$ cat config.mk
export PLATFORM = sky130hd
export DESIGN_NAME = mem_req_frontend
export DESIGN_NICKNAME = d
export VERILOG_FILES = /design/src/rtl/mem_fe_pkg.sv /design/src/rtl/mem_req_fifo.sv /design/src/rtl/mem_req_frontend.sv
export SDC_FILE = /design/constraint.sdc
export NUM_CORES = 1
export LEC_CHECK = 0
export BUFFER_PORTS_ARGS = -buffer_cell sky130_fd_sc_hd__buf_2
export CAP_MARGIN = 20
export CORE_UTILIZATION = 30
export CTS_CLUSTER_SIZE = 25
export DETAILED_ROUTE_END_ITERATION = 8
export SLEW_MARGIN = 20
export SYNTH_ARGS = -nofsm -noshare
export SYNTH_HDL_FRONTEND = slang
export SYNTH_SLANG_ARGS = --single-unit
$ cat constraint.sdc
create_clock -name clk -period 2.39 [get_ports clk]
set_input_delay 0.1195 -clock clk [delete_from_list [all_inputs] [get_ports clk]]
set_output_delay 0.1195 -clock clk [all_outputs]
set_load 0.005 [all_outputs]
$ cat src/rtl/mem_fe_pkg.sv
// Shared types and constants for the memory request front end.
// MEM_REQ_FRONTEND_STATS_EN enables the issue counters in mem_req_frontend.
package mem_fe_pkg;

    localparam int DATA_WIDTH  = 32;
    localparam int ADDR_WIDTH  = 4;
    localparam int STATS_WIDTH = 16;

    typedef struct packed {
        logic                  wr;
        logic [ADDR_WIDTH-1:0] addr;
        logic [DATA_WIDTH-1:0] wdata;
    } mem_req_t;

    typedef enum logic [1:0] {
        ST_IDLE,
        ST_ISSUE,
        ST_RD_WAIT,
        ST_RSP
    } fe_state_e;

    function automatic logic [STATS_WIDTH-1:0] sat_inc(input logic [STATS_WIDTH-1:0] v);
        return (&v) ? v : v + 1'b1;
    endfunction

endpackage

$ cat src/rtl/mem_req_fifo.sv
// Request buffer: power-of-two FIFO with unreset storage and async-reset pointers.
// A push is taken on a full FIFO when a pop happens in the same cycle.
module mem_req_fifo #(
    parameter int WIDTH = 37,
    parameter int DEPTH = 4
) (
    input  logic             clk,
    input  logic             reset,
    input  logic             push_i,
    input  logic [WIDTH-1:0] push_data_i,
    input  logic             pop_i,
    output logic [WIDTH-1:0] pop_data_o,
    output logic             full_o,
    output logic             empty_o
);

    localparam int             PW       = $clog2(DEPTH);
    localparam logic [PW:0]    FULL_CNT = (PW+1)'(DEPTH);

    logic [WIDTH-1:0] mem_q [DEPTH];
    logic [PW-1:0]    wr_ptr_q, rd_ptr_q;
    logic [PW:0]      cnt_q;
    logic             do_push, do_pop;

    assign empty_o    = (cnt_q == '0);
    assign full_o     = (cnt_q == FULL_CNT);
    assign do_pop     = pop_i && !empty_o;
    assign do_push    = push_i && (!full_o || do_pop);
    assign pop_data_o = mem_q[rd_ptr_q];

    always_ff @(posedge clk) begin
        if (do_push) mem_q[wr_ptr_q] <= push_data_i;
    end

    always_ff @(posedge clk or posedge reset) begin
        if (reset) begin
            wr_ptr_q <= '0;
            rd_ptr_q <= '0;
            cnt_q    <= '0;
        end else begin
            if (do_push) wr_ptr_q <= wr_ptr_q + 1'b1;
            if (do_pop)  rd_ptr_q <= rd_ptr_q + 1'b1;
            if (do_push && !do_pop)      cnt_q <= cnt_q + 1'b1;
            else if (do_pop && !do_push) cnt_q <= cnt_q - 1'b1;
        end
    end

endmodule

$ cat src/rtl/mem_req_frontend.sv
// In-order memory request front end: buffers requests, issues one strobe per request,
// returns read data through a held response. MEM_REQ_FRONTEND_STATS_EN adds wr_count/rd_count.
module mem_req_frontend #(
    parameter int DATA_WIDTH = mem_fe_pkg::DATA_WIDTH,
    parameter int ADDR_WIDTH = mem_fe_pkg::ADDR_WIDTH,
    parameter int FIFO_DEPTH = 4
) (
    input  logic                  clk,
    input  logic                  reset,
    input  logic                  req_valid,
    output logic                  req_ready,
    input  logic                  req_wr,
    input  logic [ADDR_WIDTH-1:0] req_addr,
    input  logic [DATA_WIDTH-1:0] req_wdata,
    output logic                  mem_en,
    output logic                  mem_wr,
    output logic [ADDR_WIDTH-1:0] mem_addr,
    output logic [DATA_WIDTH-1:0] mem_wdata,
    input  logic [DATA_WIDTH-1:0] mem_rdata,
    output logic                  rsp_valid,
    input  logic                  rsp_ready,
    output logic [DATA_WIDTH-1:0] rsp_data
`ifdef MEM_REQ_FRONTEND_STATS_EN
    ,
    output logic [mem_fe_pkg::STATS_WIDTH-1:0] wr_count,
    output logic [mem_fe_pkg::STATS_WIDTH-1:0] rd_count
`endif
);

    import mem_fe_pkg::*;

    localparam int REQ_W = 1 + ADDR_WIDTH + DATA_WIDTH;

    // Same layout as mem_req_t, sized by this instance's parameters.
    typedef struct packed {
        logic                  wr;
        logic [ADDR_WIDTH-1:0] addr;
        logic [DATA_WIDTH-1:0] wdata;
    } req_t;

    fe_state_e             state_q, state_d;
    req_t                  cur_q, cur_d;
    req_t                  head;
    logic [REQ_W-1:0]      head_flat;
    logic [DATA_WIDTH-1:0] rsp_q, rsp_d;
    logic                  rdy_q;
    logic                  fifo_full, fifo_empty;
    logic                  push, pop;
    logic                  issue;

    // rdy_q keeps req_ready low through reset and until the first edge after release.
    assign req_ready = rdy_q && !fifo_full;
    assign push      = req_valid && req_ready;
    assign head      = head_flat;

    mem_req_fifo #(
        .WIDTH (REQ_W),
        .DEPTH (FIFO_DEPTH)
    ) u_fifo (
        .clk         (clk),
        .reset       (reset),
        .push_i      (push),
        .push_data_i ({req_wr, req_addr, req_wdata}),
        .pop_i       (pop),
        .pop_data_o  (head_flat),
        .full_o      (fifo_full),
        .empty_o     (fifo_empty)
    );

    always_comb begin
        state_d = state_q;
        pop     = 1'b0;
        rsp_d   = rsp_q;
        case (state_q)
            ST_IDLE: begin
                if (!fifo_empty) begin
                    pop     = 1'b1;
                    state_d = ST_ISSUE;
                end
            end
            ST_ISSUE: begin
                if (!cur_q.wr) begin
                    state_d = ST_RD_WAIT;
                end else if (!fifo_empty) begin
                    pop     = 1'b1;
                    state_d = ST_ISSUE;
                end else begin
                    state_d = ST_IDLE;
                end
            end
            ST_RD_WAIT: begin
                rsp_d   = mem_rdata;
                state_d = ST_RSP;
            end
            ST_RSP: begin
                if (rsp_ready) begin
                    if (!fifo_empty) begin
                        pop     = 1'b1;
                        state_d = ST_ISSUE;
                    end else begin
                        state_d = ST_IDLE;
                    end
                end
            end
            default: state_d = ST_IDLE;
        endcase
        cur_d = pop ? head : cur_q;
    end

    always_ff @(posedge clk or posedge reset) begin
        if (reset) begin
            state_q <= ST_IDLE;
            cur_q   <= '0;
            rsp_q   <= '0;
            rdy_q   <= 1'b0;
        end else begin
            state_q <= state_d;
            cur_q   <= cur_d;
            rsp_q   <= rsp_d;
            rdy_q   <= 1'b1;
        end
    end

    // Memory outputs are gated by state so they read as zero outside the issue cycle.
    assign issue     = (state_q == ST_ISSUE);
    assign mem_en    = issue;
    assign mem_wr    = issue & cur_q.wr;
    assign mem_addr  = issue ? cur_q.addr  : '0;
    assign mem_wdata = issue ? cur_q.wdata : '0;
    assign rsp_valid = (state_q == ST_RSP);
    assign rsp_data  = rsp_q;

`ifdef MEM_REQ_FRONTEND_STATS_EN
    logic [STATS_WIDTH-1:0] wr_cnt_q, rd_cnt_q;

    always_ff @(posedge clk or posedge reset) begin
        if (reset) begin
            wr_cnt_q <= '0;
            rd_cnt_q <= '0;
        end else if (issue) begin
            if (cur_q.wr) wr_cnt_q <= sat_inc(wr_cnt_q);
            else          rd_cnt_q <= sat_inc(rd_cnt_q);
        end
    end

    assign wr_count = wr_cnt_q;
    assign rd_count = rd_cnt_q;
`endif

endmodule

Word level (Yosys, flattened, before mapping)
Memory sizes are Yosys's and may differ from the RTL's. A register that Yosys moved wholly into a read port is not among the register bits.
Cells that the tools add are included.
Cells by class
  add/sub/neg operators: 4
  $mul: 0
  divide/modulo/power cells: 0
  order comparisons: 0
  equality and inequality tests: 6
  shift-type cells: 0
  muxes and demuxes: 15
  bitwise gates (word level): 1
  reduce and logical (&&, ||, !) cells: 15
Operators with widths (number)
  32-bit two-way mux: 1
  2-bit one-hot mux with 4 select lines: 1
  1-bit logical AND: 6
  1-bit two-way mux: 6
  2-bit two-way mux: 3
  3-bit two-way mux: 2
  2-bit by 1-bit adder with 2-bit output (second input constant): 2
  2-bit equality test (second input constant): 2
  1-bit logical NOT: 4
  4-bit two-way mux: 1
  3-bit by 1-bit adder with 3-bit output (second input constant): 1
  3-bit equality test (second input constant): 1
  3-bit logical NOT: 1
  1-bit one-hot mux with 3 select lines: 1
  3-bit by 1-bit subtractor with 3-bit output (second input constant): 1
  2-bit by 1-bit equality test with 1-bit output (second input constant): 1
  2-bit logical NOT: 1
  2-bit by 1-bit inequality test with 1-bit output (second input constant): 1
  2-bit inequality test (second input constant): 1
  2-bit AND reduction: 1
  2-bit nonzero test: 1
  1-bit AND: 1
  1-bit logical OR: 1
Word-level totals
  bits in registers: 42
  bits in latches: 0
  RAM bits: 148
  memory bits (read-only): 0
  output and inout bits: 72
  word-level logic and storage cells: 48
  memories: 1
Memories
  u_fifo.mem_q: words 4, bits a word 37, read ports 1, clocked after memory_dff 1, write ports 1, RTL line mem_req_fifo.sv:20  | logic [WIDTH-1:0] mem_q [DEPTH];

Depth between registers and ports, before layout
Gate-level depths: netlist of the first run.
  depth in word-level cells: 11
  depth in mapped cells: 10
  gate-level depth less buffers: 9

Modules after synthesis
A second synthesis of the first run with hierarchy kept.
Unflattened totals
  cell total of the unflattened synthesis: 432
  area, all modules: 8740.9 µm²
By module, submodules not included
  mem_req_fifo: instances 1, cells an instance 229, area each 5756.8 µm², sequential area each 4619.4 µm²
  mem_req_frontend: instances 1, cells an instance 203, area each 2984.1 µm², sequential area each 1801.7 µm²

Least setup slack after synthesis of the first run
OpenSTA, ideal clock, no wires.
  path type: register to register
  start point: reg (tool-made name)
  end point: reg u_fifo.cnt_q[1]
  setup time: 125 ps
  arrival time: 2016 ps
  slack: 250 ps
  cell stages (with the launch flop): 9
  buffers on the path: 1
  period minus slack after synthesis: 2140 ps
  cell sequence: dfrtp_1 -> a21boi_2 -> nor3_2 -> buf_2 -> inv_1 -> ha_1 -> inv_1 -> fa_1 -> mux2_2
RTL lines
  to (signal assigned): RTL line mem_req_fifo.sv:43  | if (do_push && !do_pop) cnt_q <= cnt_q + 1'b1;
  to (signal assigned): RTL line mem_req_fifo.sv:44  | else if (do_pop && !do_push) cnt_q <= cnt_q - 1'b1;
  to (decl): RTL line mem_req_fifo.sv:22  | logic [PW:0] cnt_q;

Final worst setup path of the first run
  start point: reg u_fifo.cnt_q[0]
  end point: reg u_fifo.cnt_q[2]
Between the ends
  cells in the longest elaborated chain, start to end: 10
  elaborated cells on any way between the ends: 22
Ends and longest elaborated chain
  3-bit logical NOT: RTL line mem_req_fifo.sv:25  | assign empty_o = (cnt_q == '0);
  1-bit two-way mux: RTL line mem_req_frontend.sv:76, mem_req_frontend.sv:84, mem_req_frontend.sv:97
  1-bit two-way mux (on tied branches): RTL line mem_req_frontend.sv:96, mem_req_frontend.sv:82
  1-bit one-hot mux with 3 select lines: RTL line mem_req_frontend.sv:74  | case (state_q)
  1-bit logical AND: RTL line mem_req_fifo.sv:27  | assign do_pop = pop_i && !empty_o;
  1-bit logical OR: RTL line mem_req_fifo.sv:28  | assign do_push = push_i && (!full_o || do_pop);
  1-bit logical AND: RTL line mem_req_fifo.sv:28
  1-bit logical NOT: RTL line mem_req_fifo.sv:44
  1-bit logical AND: RTL line mem_req_fifo.sv:44
  2-bit nonzero test (no line)
Several ways; a longest one is shown, not always the timed one. The select of a mux whose other input is x is not followed.
A chain may end at the register's enable or synchronous reset.

==> results of run 1 <==
## placed cells by master (no fill, tap or decap), types with 3 or more instances in the layout
cell           count
and2_1            38
and2_2             4
buf_12             7
buf_2            144
buf_4              5
clkbuf_16         26
clkinv_1          12
clkinv_2           3
dfrtp_1           77
dlygate4sd3_1     71
edfxtp_1         148
ha_1               5
inv_1              5
mux2_2            59
mux2_4            10
mux4_2            37
xnor2_1            3
xor2_1             3
## power groups by stage
| stage | Clock (mW) | Sequential, mW | Combinational, mW |
|---|---|---|---|
| 2_1_floorplan | 0 | 5.65 | 3.16 |
| 3_3_place_gp | 0 | 5.82 | 4.42 |
| 3_5_place_dp | 0 | 5.90 | 4.57 |
| 4_1_cts | 3.76 | 5.83 | 4.68 |
| 5_1_grt | 3.93 | 5.95 | 4.97 |
| 6_report | 3.65 | 5.80 | 4.55 |
## path summary, 6_finish.rpt
| path | from | endpoint | cells after the start |
|---|---|---|---|
| max in group asynchronous | reset | rsp_data[29]$_DFFE_PP0P_ | 4 |
| min in group asynchronous | reset | u_fifo.rd_ptr_q[0]$_DFFE_PP0P_ | 3 |
| worst max-delay path | u_fifo.cnt_q[0]$_DFFE_PP0P_ | u_fifo.cnt_q[2]$_DFFE_PP0P_ | 9 |
| worst min-delay path | req_valid | u_fifo.wr_ptr_q[0]$_DFFE_PP0P_ | 3 |
| worst min register to register | rsp_data[24]$_DFFE_PP0P_ | rsp_data[24]$_DFFE_PP0P_ | 1 |
| worst max register to register | u_fifo.cnt_q[0]$_DFFE_PP0P_ | u_fifo.cnt_q[2]$_DFFE_PP0P_ | 9 |
## synthesized netlist by cell type (all sizes together)
cell and count:
o31a 1, a21boi 1, o311a 1, mux2 71, edfxtp 148, a21oi 1
o2bb2ai 1, and2 42, fa 1, dfrtp 79, nor2b 2, nor3b 1
nor4b 1, mux4 37, nor3 2, or2 1, xnor2 3, nor4 1
clkbuf 6, buf 14, nor2 1, inv 6, conb 1, xor2 3
ha 5
## layer usage
| layer | global-route usage (%) | up-vias | share of wire, % |
|---|---|---|---|
| li1 | - | 2118 | - |
| met3 | 2.13 | 36 | 4.2 |
| met5 | 0 | - | 0 |
| met2 | 23.1 | 133 | 51 |
| met4 | 3.98 | 0 | 2.7 |
| met1 | 15.5 | 2356 | 42 |
## final cells by class
class | count | area (µm²) | area share (%)
inverters | 6 | 25.0 | 0.217
clock inverters | 20 | 146 | 1.27
well taps | 384 | 480 | 4.16
repair buffers | 227 | 1610 | 13.9
clock buffers | 28 | 658 | 5.70
flip-flops and latches | 227 | 6430 | 55.6
multi-input cells | 177 | 2210 | 19.1
## cells by family after synthesis
family          share of synthesized area [%]
fa+ha+maj                               0.944
simple gates                             3.81
xor+xnor                                0.601
buf+inv                                  1.59
compound gates                          0.501
flops                                    73.4
other cells                            0.0429
mux                                      19.1
## registers in the layout, summed over array words and instances (netlist names), named ones only
register / count
rdy_q: 1
u_fifo.cnt_q: 3
rsp_data: 32
u_fifo.mem_q: 148
u_fifo.wr_ptr_q: 2
state_q: 1
cur_q: 37
u_fifo.rd_ptr_q: 2
## timing repair
action | 4_1_cts | 5_1_grt
hold buffers | 71 | 0
hold endpoints to repair | 211 | 0
buffers inserted | 0 | 0
## critical path, delay by kind of cell, from the launching register on
family | cells | cell delay [ns]
buffers and inverters | 2 | 0.15
XOR/XNOR | 2 | 0.32
adder cells (fa/ha/maj) | 2 | 0.56
AND/OR/NAND/NOR | 3 | 0.59
flip-flops | 1 | 0.47
==> run summary, run 1 <==
CP max FO - 6
initial antenna violation count - 0
worst setup margin - 0.223 ns
post-placement cell area - 10000 µm²
CP endpoint kind - register
R2R Setup Slk - 0.22 ns
internal power - 9.94 mW
H-tree levels - 1
min Tclk post-route - 2.17 ns
number of synthesized register bits - 227
HPWL after detailed placement - 11600 µm
IO Port Bufs - 144
global-route wire length before repair - 29600 µm
clk sink count - 227
Inst Count DP - 950
vias in the first global route - 5321
Fin. Hold Viols - 0
# IOs - 145
worst path arrival time - 2.62 ns
number of remaining DRC errors - 0
library cells used by synthesis - 29
Critical Path, Cell by Cell - nor3_2, nor3_4, inv_1, ha_1, inv_1, fa_1, xor2_1, nor2_1, xnor2_1
power after layout - 14.0 mW
syn_nets - 509
post-synthesis sequential area ratio - 73.4%
final instance area - 11600 µm²
ANT nets after route - 0
Placer Congestion - 0.741
TritonCTS clock tree - yes
Clock Tree Root - clkbuf_16
Avg WL per Cell - 17.2 µm
Logic pwr share - 32.5%
row cnt - 62
Total Wirelength - 18400 µm
area leader, netlist - edfxtp_1
vias post-DR - 4643
Longest Clk Path Bufs - 3
Slew headroom - 57.5%
ratio of cells with drive above 1 in the final layout - 45.3%
Slew Limit Fails - 0
Cell Area, Synth - 8750 µm²
final layout net count - 744
Max IR drop VDD - 502 µV
Inserted Clock Buffers - 26
Synth area leaders - edfxtp_1 51%, dfrtp_1 23%, mux4_2 9.5%
crit start category - register
Slowest cell on crit path - dfrtp_1
register share of total power - 41.4%
Sw Share - 29.0%
CORE AREA - 28700 µm²
gr ovfl total - 0
drt first pass iters - 4
vias per cell - 4.34
Mapped Cells - 430
Crit Path Class - reg2reg
Hold Path Class - in2reg
chip width - 173 µm
P_sw - 4.05 mW
Filler cells - 2625
Setup TNS Final - 0 ns
Synth top area share - 50.8%
initial core utilization - 30.5%
Ant. Diodes - 0
pwr dens - 1210 nW/µm²
Worst Tran Pin Value - 0.638 ns
Crit path required time - 2.84 ns
final worst clock skew - 0.0259 ns
Peak Freq - 461 MHz
leakage - 4.44 nW
Initial DRC Count - 190
largest net degree at the start of global routing - 39
die area - 29800 µm²
status - complete, no violations
Area Growth Syn to Fin - 32.1%
total track usage - 12.7%
post-CTS sizing - 0
RSZ-0062 raised after global routing - no
max-cap viol count - 0
final setup fails - 0
DP Worst Slack - 0.235 ns
Avg Inst Size Synth - 20.3 µm²
Final Instance Count excl. Fillers - 1069
Final Util - 40.2%
die span in y - 173 µm
crit-path most repeated cell - inv_1
max incr delay on CP - 0.47 ns
Clock Latency Late Sink - 0.54 ns
hold_ws - 0.0679 ns
YS warnings - 0
CTS clk-pin slew, worst paths - 0.06 ns
Final Cycle Share - 90.7%
Clk pwr share - 26.1%
Power figures use the tool's default switching activity.
==> inputs of run 2 (changes only) <==
- PLACE_DENSITY: default -> 0.52
- SLEW_MARGIN: 20 -> default
==> run summary, run 2 (synthesized netlist as in run 1, its figures left out) <==
status - complete, no violations
initial core utilization - 30.5%
Clock Latency Late Sink - 0.51 ns
post-CTS sizing - 0
# IOs - 145
Crit Path Class - reg2reg
max FFs per register - 148
Worst Tran Pin Value - 1.06 ns
worst path arrival time - 2.27 ns
ANT nets after route - 0
Clock Tree Root - clkbuf_16
commonest non-fill, non-tap cells in the layout - 148 x edfxtp_1, 144 x buf_2, 77 x dfrtp_1, 71 x dlygate4sd3_1, 59 x mux2_2
most common cell after layout, fill and taps aside - edfxtp_1
number of remaining DRC errors - 0
die area - 29800 µm²
Fin. Hold Viols - 0
worst setup margin - 0.234 ns
Crit path required time - 2.51 ns
Avg WL per Cell - 16.7 µm
total track usage - 11.9%
Ant. Diodes - 0
vias post-DR - 4555
final layout net count - 740
final setup fails - 0
row cnt - 62
Placer Congestion - 0.728
H-tree levels - 1
CP max FO - 37
Initial DRC Count - 157
hold depth - 3
drt first pass iters - 6
Setup TNS Final - 0 ns
CORE AREA - 28700 µm²
IO Port Bufs - 144
Filler cells - 2640
Final Instance Count excl. Fillers - 1062
clk sink count - 227
pwr dens - 1210 nW/µm²
Hold Path Class - in2reg
min Tclk post-route - 2.16 ns
RSZ-0062 raised after global routing - no
CP endpoint kind - register
vias per cell - 4.29
Final Cycle Share - 90.2%
crit start category - register
Area Growth Syn to Fin - 31.1%
Peak Freq - 464 MHz
Setup Buffers After CTS - 0
Inserted Clock Buffers - 24
HPWL after detailed placement - 11000 µm
initial antenna violation count - 0
DP Worst Slack - 0.213 ns
global-route wire length before repair - 28000 µm
Reg-to-Reg Start - u_fifo.cnt_q[0]$_DFFE_PP0P_
Slew headroom - 29.4%
TritonCTS clock tree - yes
CTS clk-pin slew, worst paths - 0.07 ns
Reg2Reg Depth - 2
largest net degree at the start of global routing - 51
FF-to-FF End - u_fifo.mem_q[3][12]$_DFFE_PP_
hold worst-path end - u_fifo.wr_ptr_q[0]$_DFFE_PP0P_
Total Wirelength - 17700 µm
hold path start - req_valid
leakage - 4.42 nW
final worst clock skew - 0.0140 ns
final instance area - 11500 µm²
post-placement cell area - 9970 µm²
chip width - 173 µm
ratio of cells with drive above 1 in the final layout - 45.7%
die span in y - 173 µm
Slew Limit Fails - 0
gr ovfl total - 0
max-cap viol count - 0
Max IR drop VDD - 477 µV
vias in the first global route - 5124
Longest Clk Path Bufs - 3
Biggest register - u_fifo.mem_q
R2R Setup Slk - 0.23 ns
Inst Count DP - 948
## run 2: worst max-delay path by stage
stage | slack [ns] | start | end
finish | 0.23 | u_fifo.cnt_q[0]$_DFFE_PP0P_ | u_fifo.mem_q[3][12]$_DFFE_PP_
global route | 0.08 | u_fifo.cnt_q[0]$_DFFE_PP0P_ | u_fifo.mem_q[3][5]$_DFFE_PP_
CTS | 0.19 | u_fifo.cnt_q[0]$_DFFE_PP0P_ | u_fifo.mem_q[1][10]$_DFFE_PP_
detailed placement | 0.21 | u_fifo.cnt_q[0]$_DFFE_PP0P_ | u_fifo.mem_q[0][24]$_DFFE_PP_
global placement | 0.29 | u_fifo.cnt_q[0]$_DFFE_PP0P_ | u_fifo.mem_q[0][25]$_DFFE_PP_
floorplan | 0.25 | reset | async pin
## run 2: power by group
group / total, mW / switching (mW) / internal, mW
registers: 5.85 / 0.631 / 5.22
clock network: 3.66 / 1.44 / 2.22
logic: 4.41 / 1.79 / 2.61
total: 13.9 / 3.86 / 10.1
## run 2: through the flow
| stage | util [%] | hold slack, ns | power [mW] |
|---|---|---|---|
| after floorplan | - | 0.218 | 8.80 |
| after CTS | 39.9 | 0.0668 | 14.2 |
| after global placement | 34.7 | 0.285 | 10.2 |
| final | 39.9 | 0.0929 | 13.9 |
| after global routing | 39.9 | 0.0989 | 14.8 |
| after detailed placement | 34.7 | 0.299 | 10.4 |
## run 2: worst max-delay path, cell delays in order, from the launching register on
cell     delay [ns]
dfrtp_1        0.49
o311a_1        0.36
and2_2         0.90
## run 2: area by class of cell
class                   count  area (µm²)  share of cell area, %
clock inverters            14         141                   1.23
multi-input cells         177        2210                   19.3
flip-flops and latches    227        6430                   56.1
clock buffers              29         641                   5.59
well taps                 384         480                   4.19
repair buffers            225        1540                   13.5
inverters                   6        25.0                  0.218
## run 2: metal layers
metal	GRT usage (%)	part of all wire [%]	wire (µm)	up-vias
met2	21.4	52	9160	128
li1	-	-	-	2108
met5	0	0	0	-
met1	14.5	42	7360	2298
met3	2.68	5.4	960	21
met4	2.80	1.3	229	0
## run 2: timing repair
action	4_1_cts	5_1_grt
endpoints found under the setup margin	0	0
hold buffers	71	0
hold endpoints to repair	229	0
